File: src/rtl/fp_div_fsm_p.sv
// fp_div_fsm_p: parametrised floating-point divider, res = n / x.
// Restoring mantissa divider (one quotient bit per cycle), round-to-nearest-even,
// IEEE special operands, denormals flushed to zero.
module fp_div_fsm_p #(
  parameter int EXP_W = 8,
  parameter int MAN_W = 23
) (
  input  logic                   clk,
  input  logic                   rst,
  input  logic                   r_i,
  input  logic [EXP_W+MAN_W:0]   n,
  input  logic [EXP_W+MAN_W:0]   x,
  output logic [EXP_W+MAN_W:0]   res,
  output logic                   r_o,
  output logic                   err,
  output logic                   busy
);
  localparam int W  = 1 + EXP_W + MAN_W;
  localparam int CW = $clog2(MAN_W + 4);
  localparam logic [EXP_W+1:0]        BIAS = {3'b000, {(EXP_W-1){1'b1}}};
  localparam logic signed [EXP_W+1:0] EMAX = {2'b00, {EXP_W{1'b1}}};
  localparam logic [CW-1:0]           LAST = CW'(MAN_W + 2);
  localparam logic [W-1:0] QNAN = {1'b0, {EXP_W{1'b1}}, 1'b1, {(MAN_W-1){1'b0}}};

  typedef enum logic [2:0] {S_IDLE, S_UNPACK, S_DIVIDE, S_NORM, S_ROUND} state_t;

  state_t                  state_q, state_d;
  logic                    prev_q, busy_q, r_o_q, err_q;
  logic [W-1:0]            n_q, x_q, res_q;
  logic [MAN_W:0]          mb_q;
  logic [MAN_W+1:0]        rem_q;
  logic [MAN_W+2:0]        q_q;
  logic [CW-1:0]           cnt_q;
  logic signed [EXP_W+1:0] e_q;
  logic                    sign_q, guard_q, sticky_q;
  logic [MAN_W-1:0]        frac_q;
  logic                    spec_q, serr_q;
  logic [W-1:0]            sres_q;

  logic [EXP_W-1:0] en, ex;
  logic [MAN_W-1:0] mn, mx;
  logic             n_zero, x_zero, n_inf, x_inf, n_nan, x_nan, sgn, start;
  logic             spec_d, serr_d;
  logic [W-1:0]     sres_d;
  logic             div_ge;
  logic [MAN_W+1:0] div_diff, div_t;
  logic             inc;
  logic [MAN_W:0]   sum;
  logic signed [EXP_W+1:0] e_r;
  logic [W-1:0]     rnd_res;
  logic             rnd_err;

  assign en     = n_q[W-2:MAN_W];
  assign ex     = x_q[W-2:MAN_W];
  assign mn     = n_q[MAN_W-1:0];
  assign mx     = x_q[MAN_W-1:0];
  assign n_zero = (en == '0);
  assign x_zero = (ex == '0);
  assign n_inf  = (&en) && (mn == '0);
  assign x_inf  = (&ex) && (mx == '0);
  assign n_nan  = (&en) && (mn != '0);
  assign x_nan  = (&ex) && (mx != '0);
  assign sgn    = n_q[W-1] ^ x_q[W-1];
  assign start  = (state_q == S_IDLE) && !busy_q && r_i && !prev_q;

  assign res  = res_q;
  assign r_o  = r_o_q;
  assign err  = err_q;
  assign busy = busy_q;

  // Special-operand classification of the latched operands.
  always_comb begin
    spec_d = 1'b1;
    sres_d = '0;
    serr_d = 1'b0;
    if (n_nan || x_nan || (n_zero && x_zero) || (n_inf && x_inf)) begin
      sres_d = QNAN;
      serr_d = 1'b1;
    end else if (n_inf) begin
      sres_d = {sgn, {EXP_W{1'b1}}, {MAN_W{1'b0}}};
    end else if (x_inf) begin
      sres_d = {sgn, {(W-1){1'b0}}};
    end else if (x_zero) begin
      sres_d = {sgn, {EXP_W{1'b1}}, {MAN_W{1'b0}}};
      serr_d = 1'b1;
    end else if (n_zero) begin
      sres_d = {sgn, {(W-1){1'b0}}};
    end else begin
      spec_d = 1'b0;
    end
  end

  // One restoring-division step; remainder is shifted for the next trial.
  always_comb begin
    div_diff = rem_q - {1'b0, mb_q};
    div_ge   = (rem_q >= {1'b0, mb_q});
    div_t    = div_ge ? div_diff : rem_q;
  end

  // RNE rounding, exponent range check and result packing.
  always_comb begin
    inc     = guard_q & (sticky_q | frac_q[0]);
    sum     = {1'b0, frac_q} + {{MAN_W{1'b0}}, inc};
    e_r     = e_q + {{(EXP_W+1){1'b0}}, sum[MAN_W]};
    rnd_res = {sign_q, e_r[EXP_W-1:0], sum[MAN_W-1:0]};
    rnd_err = 1'b0;
    if (e_r >= EMAX) begin
      rnd_res = {sign_q, {EXP_W{1'b1}}, {MAN_W{1'b0}}};
      rnd_err = 1'b1;
    end else if (e_r <= 0) begin
      rnd_res = {sign_q, {(W-1){1'b0}}};
    end
  end

  // Next-state logic.
  always_comb begin
    state_d = state_q;
    case (state_q)
      S_IDLE:   if (start) state_d = S_UNPACK;
      S_UNPACK: state_d = spec_d ? S_ROUND : S_DIVIDE;
      S_DIVIDE: if (cnt_q == LAST) state_d = S_NORM;
      S_NORM:   state_d = S_ROUND;
      S_ROUND:  state_d = S_IDLE;
      default:  state_d = S_IDLE;
    endcase
  end

  // State register.
  always_ff @(posedge clk) begin
    if (rst) state_q <= S_IDLE;
    else     state_q <= state_d;
  end

  // Datapath and output registers.
  // busy_q stays high through the r_o cycle, so the IDLE state visible during
  // r_o cannot accept a start; the next IDLE cycle can.
  always_ff @(posedge clk) begin
    if (rst) begin
      prev_q <= 1'b1;  busy_q <= 1'b0;  r_o_q <= 1'b0;  err_q <= 1'b0;
      res_q  <= '0;    n_q    <= '0;    x_q   <= '0;    mb_q  <= '0;
      rem_q  <= '0;    q_q    <= '0;    cnt_q <= '0;    e_q   <= '0;
      sign_q <= 1'b0;  guard_q <= 1'b0; sticky_q <= 1'b0; frac_q <= '0;
      spec_q <= 1'b0;  serr_q <= 1'b0;  sres_q <= '0;
    end else begin
      prev_q <= r_i;
      r_o_q  <= 1'b0;
      if (r_o_q) busy_q <= 1'b0;
      case (state_q)
        S_IDLE: if (start) begin
          n_q    <= n;
          x_q    <= x;
          busy_q <= 1'b1;
        end
        S_UNPACK: begin
          spec_q <= spec_d;
          sres_q <= sres_d;
          serr_q <= serr_d;
          sign_q <= sgn;
          rem_q  <= {1'b0, 1'b1, mn};
          mb_q   <= {1'b1, mx};
          q_q    <= '0;
          cnt_q  <= '0;
          e_q    <= {2'b00, en} - {2'b00, ex} + BIAS;
        end
        S_DIVIDE: begin
          q_q   <= {q_q[MAN_W+1:0], div_ge};
          rem_q <= div_t << 1;
          cnt_q <= cnt_q + CW'(1);
        end
        S_NORM: begin
          if (q_q[MAN_W+2]) begin
            frac_q   <= q_q[MAN_W+1:2];
            guard_q  <= q_q[1];
            sticky_q <= q_q[0] | (rem_q != '0);
          end else begin
            frac_q   <= q_q[MAN_W:1];
            guard_q  <= q_q[0];
            sticky_q <= (rem_q != '0);
            e_q      <= e_q - {{(EXP_W+1){1'b0}}, 1'b1};
          end
        end
        S_ROUND: begin
          res_q <= spec_q ? sres_q : rnd_res;
          err_q <= spec_q ? serr_q : rnd_err;
          r_o_q <= 1'b1;
        end
        default: ;
      endcase
    end
  end
endmodule

File: config.mk
export PLATFORM = sky130hd
export DESIGN_NAME = fp_div_fsm_p
export DESIGN_NICKNAME = d
export VERILOG_FILES = /design/src/rtl/fp_div_fsm_p.sv
export SDC_FILE = /design/constraint.sdc
export NUM_CORES = 1
export LEC_CHECK = 0
export ABC_AREA = 0
export BUFFER_PORTS_ARGS = -buffer_cell sky130_fd_sc_hd__buf_2
export CAP_MARGIN = 20
export CELL_PAD_IN_SITES_DETAIL_PLACEMENT = 1
export CELL_PAD_IN_SITES_GLOBAL_PLACEMENT = 1
export CORE_MARGIN = 2
export CORE_UTILIZATION = 40
export DETAILED_ROUTE_END_ITERATION = 6
export GPL_TIMING_DRIVEN = 1
export PLACE_DENSITY = 0.81
export SLEW_MARGIN = 25
export SYNTH_ARGS = -nofsm -noshare
export SYNTH_HDL_FRONTEND = slang
export SYNTH_SLANG_ARGS = --single-unit
File: constraint.sdc
create_clock -name clk -period 3.6 [get_ports clk]
set_clock_uncertainty 0.1 [all_clocks]
set_input_delay 0.72 -clock clk [delete_from_list [all_inputs] [get_ports clk]]
set_output_delay 0.72 -clock clk [all_outputs]
set_load 0.03 [all_outputs]
* Yosys cells after proc, flatten, opt, wreduce, memory -nomap -nowiden
Index checks and enable logic that the tools add are counted.
** Cells by class
- Add/subtract/negate cells :: 7
- Order comparisons :: 3
- Eq/ne operators :: 8
- Muxes and demuxes :: 36
- Bitwise logic cells :: 4
- Reduce and logical (&&, ||, !) cells :: 29
** Operators by type and width (count)
- $mux 32 :: 6
- $mux 31 :: 2
- $pmux 26 s2 :: 1
- $pmux 25 s2 :: 1
- $logic_not 23->1 :: 2
- $reduce_bool 23->1 :: 2
- $ge 25x24->1 :: 1
- $reduce_bool 25->1 :: 1
- $add 23x1->24 :: 1
- $mux 24 :: 1
- $sub 24x24->24 :: 1
- $mux 23 :: 1
- $pmux 10 s2 :: 1
- $mux 1 :: 17
- $logic_not 8->1 :: 2
- $reduce_and 8->1 :: 2
- $pmux 3 s4 :: 1
- $add 10x1->10 :: 1
- $add 9x8->10 const B :: 1
- $ge 10x9->1 const B :: 1
- $le 10x1->1 const B :: 1
- $mux 10 :: 1
- $pmux 5 s2 :: 1
- $sub 10x1->10 const B :: 1
- other kinds (17) :: 37
** Word-level totals
- Bits in registers :: 253
- Input port bits :: 67
- Output and inout port bits :: 35
- Logic and storage cells :: 107

* Depth between registers and ports, before layout
- Depth after elaboration :: 8
- Mapped depth :: 21
- Depth with buffers taken out :: 20

* Worst setup path before layout
Ideal clock, no wire load.
- Path kind :: reg-to-reg
- Start :: reg frac_q[0]
- End :: reg res_q[10], in the netlist res[10]
- Setup time :: 74 ps
- Arrival :: 3429 ps
- Required time :: 3426 ps
- Slack :: -3 ps
- Stages on the path, launching flop included :: 20
- Buffers on the path :: 1
- Period minus slack after synthesis :: 3603 ps
- Path through :: dfxtp_1 > o21a_1 > ha_1 > nand2_1 > nor2_1 > nand3_1 > nor2_1 > and3_1 > and3_1 > and3_1 > ha_1 > nand2_1 > nor2_1 > nand4_1 > a21oi_1 > nand2_1 > nor2_1 > nand2_1 > clkbuf_1 > o21ai_0
** On the way
- Longest elaborated chain between the ends :: 8
- Elaborated cells between the ends (all ways) :: 9
- Classes of those cells :: add/sub (2); order compare (2); mux (3); bitwise (2)
** RTL lines
- from (decl) :: line 36 : logic [MAN_W-1:0] frac_q;
- from (signal assigned) :: line 172 : frac_q <= q_q[MAN_W+1:2];
- from (signal assigned) :: line 176 : frac_q <= q_q[MAN_W:1];
- $or 1x1->1 :: line 102 : inc = guard_q & (sticky_q | frac_q[0]);
- $and 1x1->1 :: line 102
- $add 23x1->24 * :: line 103 : sum = {1'b0, frac_q} + {{MAN_W{1'b0}}, inc};
- $add 10x1->10 :: line 104 : e_r = e_q + {{(EXP_W+1){1'b0}}, sum[MAN_W]};
- $le 10x1->1 :: line 110 : end else if (e_r <= 0) begin
- $mux 31 :: line 110
- $mux 31 * :: line 107 : if (e_r >= EMAX) begin
- $mux 32 * :: line 183 : res_q <= spec_q ? sres_q : rnd_res;
- to (signal assigned) :: line 183
- to (decl) :: line 29 : logic [W-1:0] n_q, x_q, res_q;
Mark *: on every way between the ends. The rest lies on a longest branch, timed or not.
A chain may end at the register's enable or synchronous reset.

* Worst setup path in the final report
- Start :: reg frac_q[0]
- End :: reg res_q[30], in the netlist res[30]
** On the way
- Longest elaborated chain between the ends :: 8
- Elaborated cells between the ends (all ways) :: 9
- Classes of those cells :: add/sub (2); order compare (2); mux (3); bitwise (2)
** RTL lines (line)
- $or 1x1->1 :: 102
- $and 1x1->1 :: 102
- $add 23x1->24 * :: 103
- $add 10x1->10 * :: 104
- $le 10x1->1 :: 110
- $mux 31 :: 110
- $mux 31 * :: 107
- $mux 32 * :: 183
Marked as above.

==> impl_results.md <==
- Status: completed
- Slew Limit Fails: 0
- Vias in the first global route: about 10000
- CTS hold repair buffers: 0
- Required @ worst endpoint: roughly 3900 ps
- Routed WL per cell: about 17 um
- Placed Area: between 0.01 and 0.015 mm^2
- CTS Buf Count: 25
- Die Wd: between 150 and 200 um
- Predominant post-synthesis flop cell: dfxtp_1
- Leak: ~0.0048 uW
- Remaining Overflow, GRT: 0
- Final wirelength: approximately 32 mm
- Crit Path Category: reg -> reg
- Crit end category: register
- Hpwl dp: ~23 mm
- Clk sinks: around 220
- Warnings, synthesis: 0
- Num ports: roughly 100
- Cells after Synth: between 1000 and 1500
- # fillers: approximately 3400
- Period minus WS final: 3570 ps
- CTS tree: done
- Total track usage: 0.217
- H-Tree Depth: 1
- Worst hold path class: in -> reg
- PnR Total Power: about 6000 uW
- Endpoints failing setup: 0
- Die area: roughly 0.029 mm^2
- Via density: about 5.4
- CP arrival: ~3900 ps
- Antenna viol nets, final: 0
- Largest net degree at the start of global routing: 89
- Antenna Cells: 0
- Final Cycle Share: 0.992
- CTS Buffer Depth: 3
- Peak supply drop: about 0.0005 V
- Core area: 0.0276 mm^2
- Seq/Total Area, Yosys: 0.404
- Cell row count: 61
- Slew HR: 0.471
- Cell Area, Synth: 0.0111 mm^2
- Clock latency on the worst-skew pair: 530 ps
- Achievable clock frequency: roughly 280 MHz
- Final nets: around 1600
- Hold WS: between 300 and 400 ps
- Max-cap violations: 0
- Asr flop ratio synth: 0
- Final instance area: approximately 0.013 mm^2
- Via count: ~10000
- Worst-path clk slew: roughly 60 ps
- Yosys reg bits: between 200 and 250
- Worst-margin pin slew: around 790 ps
- Initial antenna violation count: 0
- P&R area growth vs syn: 17.5%
- DRC Markers: 0
- Share of post-route cells with drive strength above 1: 0.153
- Fin. Hold Viols: 0
- Starting Density: 0.403
- Cell chosen for the clock root: clkbuf_16
- Yosys cell types: around 60
- IO buf count: slightly above 100
- Pwr dens: 458 mW/mm^2
- Drt pass-1 iters: 5
- First-pass GRT wire length: 52.0 mm
- Max FO, Critical Path: 4
- Die Y: 171 um
- GP Congestion: ~0.87
- Syn_area_per_cell: about 7.8 um^2
- Mapped Nets: about 1500
- TNS Setup: 0 ps
- Startpoint type of the worst setup path: register
- Iter 0 DRT Violations: between 400 and 500
- EDFF count, synth: 0
[report_power, final]
| group | switching (uW) | internal [uW] |
|---|---|---|
| logic | 482 | 318 |
| registers | 49.8 | 2520 |
| clock network | 1040 | 1570 |
| total | 1570 | 4410 |
[worst paths after layout]
path	cells past startpoint	to	startpoint	slack [ps]
worst max register to register	20	res[30]	frac_q[0]	30
worst min register to register	2	res[11]	res[11]	340
worst max-delay path	20	res[30]	frac_q[0]	30
worst min-delay path	2	prev_q	r_i	300
[metrics by stage]
stage / instances / worst slack, ps / util
floorplan: 1417 / 77.0 / -
CTS: 1885 / 6.09 / 0.469
global route: 1890 / -171 / 0.474
finish: 1890 / 30.2 / 0.474
global placement: 1835 / -73.9 / 0.436
detailed placement: 1835 / -306 / 0.436
[worst max-delay path, cell delays in order, from the launching register on]
cell	delay (ps)
dfxtp_2	340
o21a_1	120
ha_2	180
nand2_2	70
nor2_4	140
nand3_2	110
nor2_2	120
and3_4	200
and3_4	190
and3_4	200
ha_4	150
nand2_1	90
nor2_4	170
and3_1	220
nor3_1	70
a31oi_1	300
buf_4	180
buf_4	100
buf_4	100
nand2_1	40
a311oi_1	280
[metal layers]
| layer | vias up | track usage | part of all wire |
|---|---|---|---|
| met5 | - | 0 | 0 |
| met4 | 0 | 0.0632 | 0.028 |
| met3 | 52 | 0.0264 | 0.032 |
| met2 | 176 | 0.401 | 0.50 |
| met1 | 4916 | 0.263 | 0.44 |
| li1 | 5105 | - | - |
[placed cells by master (no fill, tap or decap), drive strengths merged, types with 27 or more instances in the layout]
| cell | Yosys | layout |
|---|---|---|
| inv | 48 | 49 |
| nand3 | 31 | 31 |
| o21ai | 56 | 56 |
| xnor2 | 27 | 27 |
| nor3 | 30 | 30 |
| nor2 | 151 | 151 |
| buf | 10 | 135 |
| a22oi | 30 | 30 |
| clkbuf | 76 | 37 |
| dfxtp | 224 | 224 |
| mux2i | 31 | 31 |
| a21oi | 149 | 149 |
| ha | 40 | 40 |
| nand2 | 264 | 264 |
| a211oi | 40 | 40 |
[synthesized netlist by cell type, drive strengths merged (6+ instances only)]
| cell | number | area (um^2) |
|---|---|---|
| or2 | 7 | 43.8 |
| nor2b | 6 | 37.5 |
| buf | 10 | 57.6 |
| o21ai | 56 | 280 |
| a22oi | 30 | 225 |
| a31oi | 7 | 43.8 |
| nand2 | 264 | 991 |
| nor3 | 30 | 150 |
| dfxtp | 224 | 4480 |
| a211oi | 40 | 300 |
| nand2b | 10 | 62.6 |
| clkbuf | 76 | 287 |
| nand4 | 20 | 125 |
| nand3 | 31 | 155 |
| and3 | 8 | 50.1 |
| a21o | 13 | 97.6 |
| a221oi | 6 | 52.6 |
| nor4 | 25 | 156 |
| mux2i | 31 | 310 |
| a21oi | 149 | 753 |
| ha | 40 | 500 |
| o21a | 11 | 82.6 |
| nor2 | 151 | 567 |
| xnor2 | 27 | 236 |
| inv | 48 | 180 |
| xor2 | 25 | 219 |
[kinds of logic after synthesis]
logic type | count (synthesis) | synth area share
AND/OR/NAND/NOR | 573 | 0.224
buffers and inverters | 134 | 0.0472
flip-flops | 224 | 0.404
AO/OA/AOI/OAI | 360 | 0.206
XOR/XNOR | 52 | 0.0410
adder cells (fa/ha/maj) | 42 | 0.0487
multiplexers | 32 | 0.0289
[sequential cells by signal, indices dropped and copies added, names as in the netlist, 5 cells and up]
name	flops
n_q	32
res	32
x_q	32
q_q	26
rem_q	25
mb_q	24
frac_q	23
e_q	10
cnt_q	5
[repair_timing]
| item | 4_1_cts | 5_1_grt |
|---|---|---|
| setup buffers | 4 | 5 |
| setup endpoints to repair | 30 | 32 |
| pin swaps | 3 | 9 |
| gates resized for setup | 14 | 21 |
[layout make-up]
class / count / area (um^2) / share of cell area
Sequential cell: 224 / 4490 / 0.344
Multi-Input combinational cell: 1059 / 6260 / 0.480
Tap cell: 378 / 473 / 0.0362
Inverter: 48 / 180 / 0.0138
Clock inverter: 9 / 105 / 0.00805
Timing Repair Buffer: 135 / 805 / 0.0616
Clock buffer: 37 / 741 / 0.0567
(Power assumes the default switching activity.)
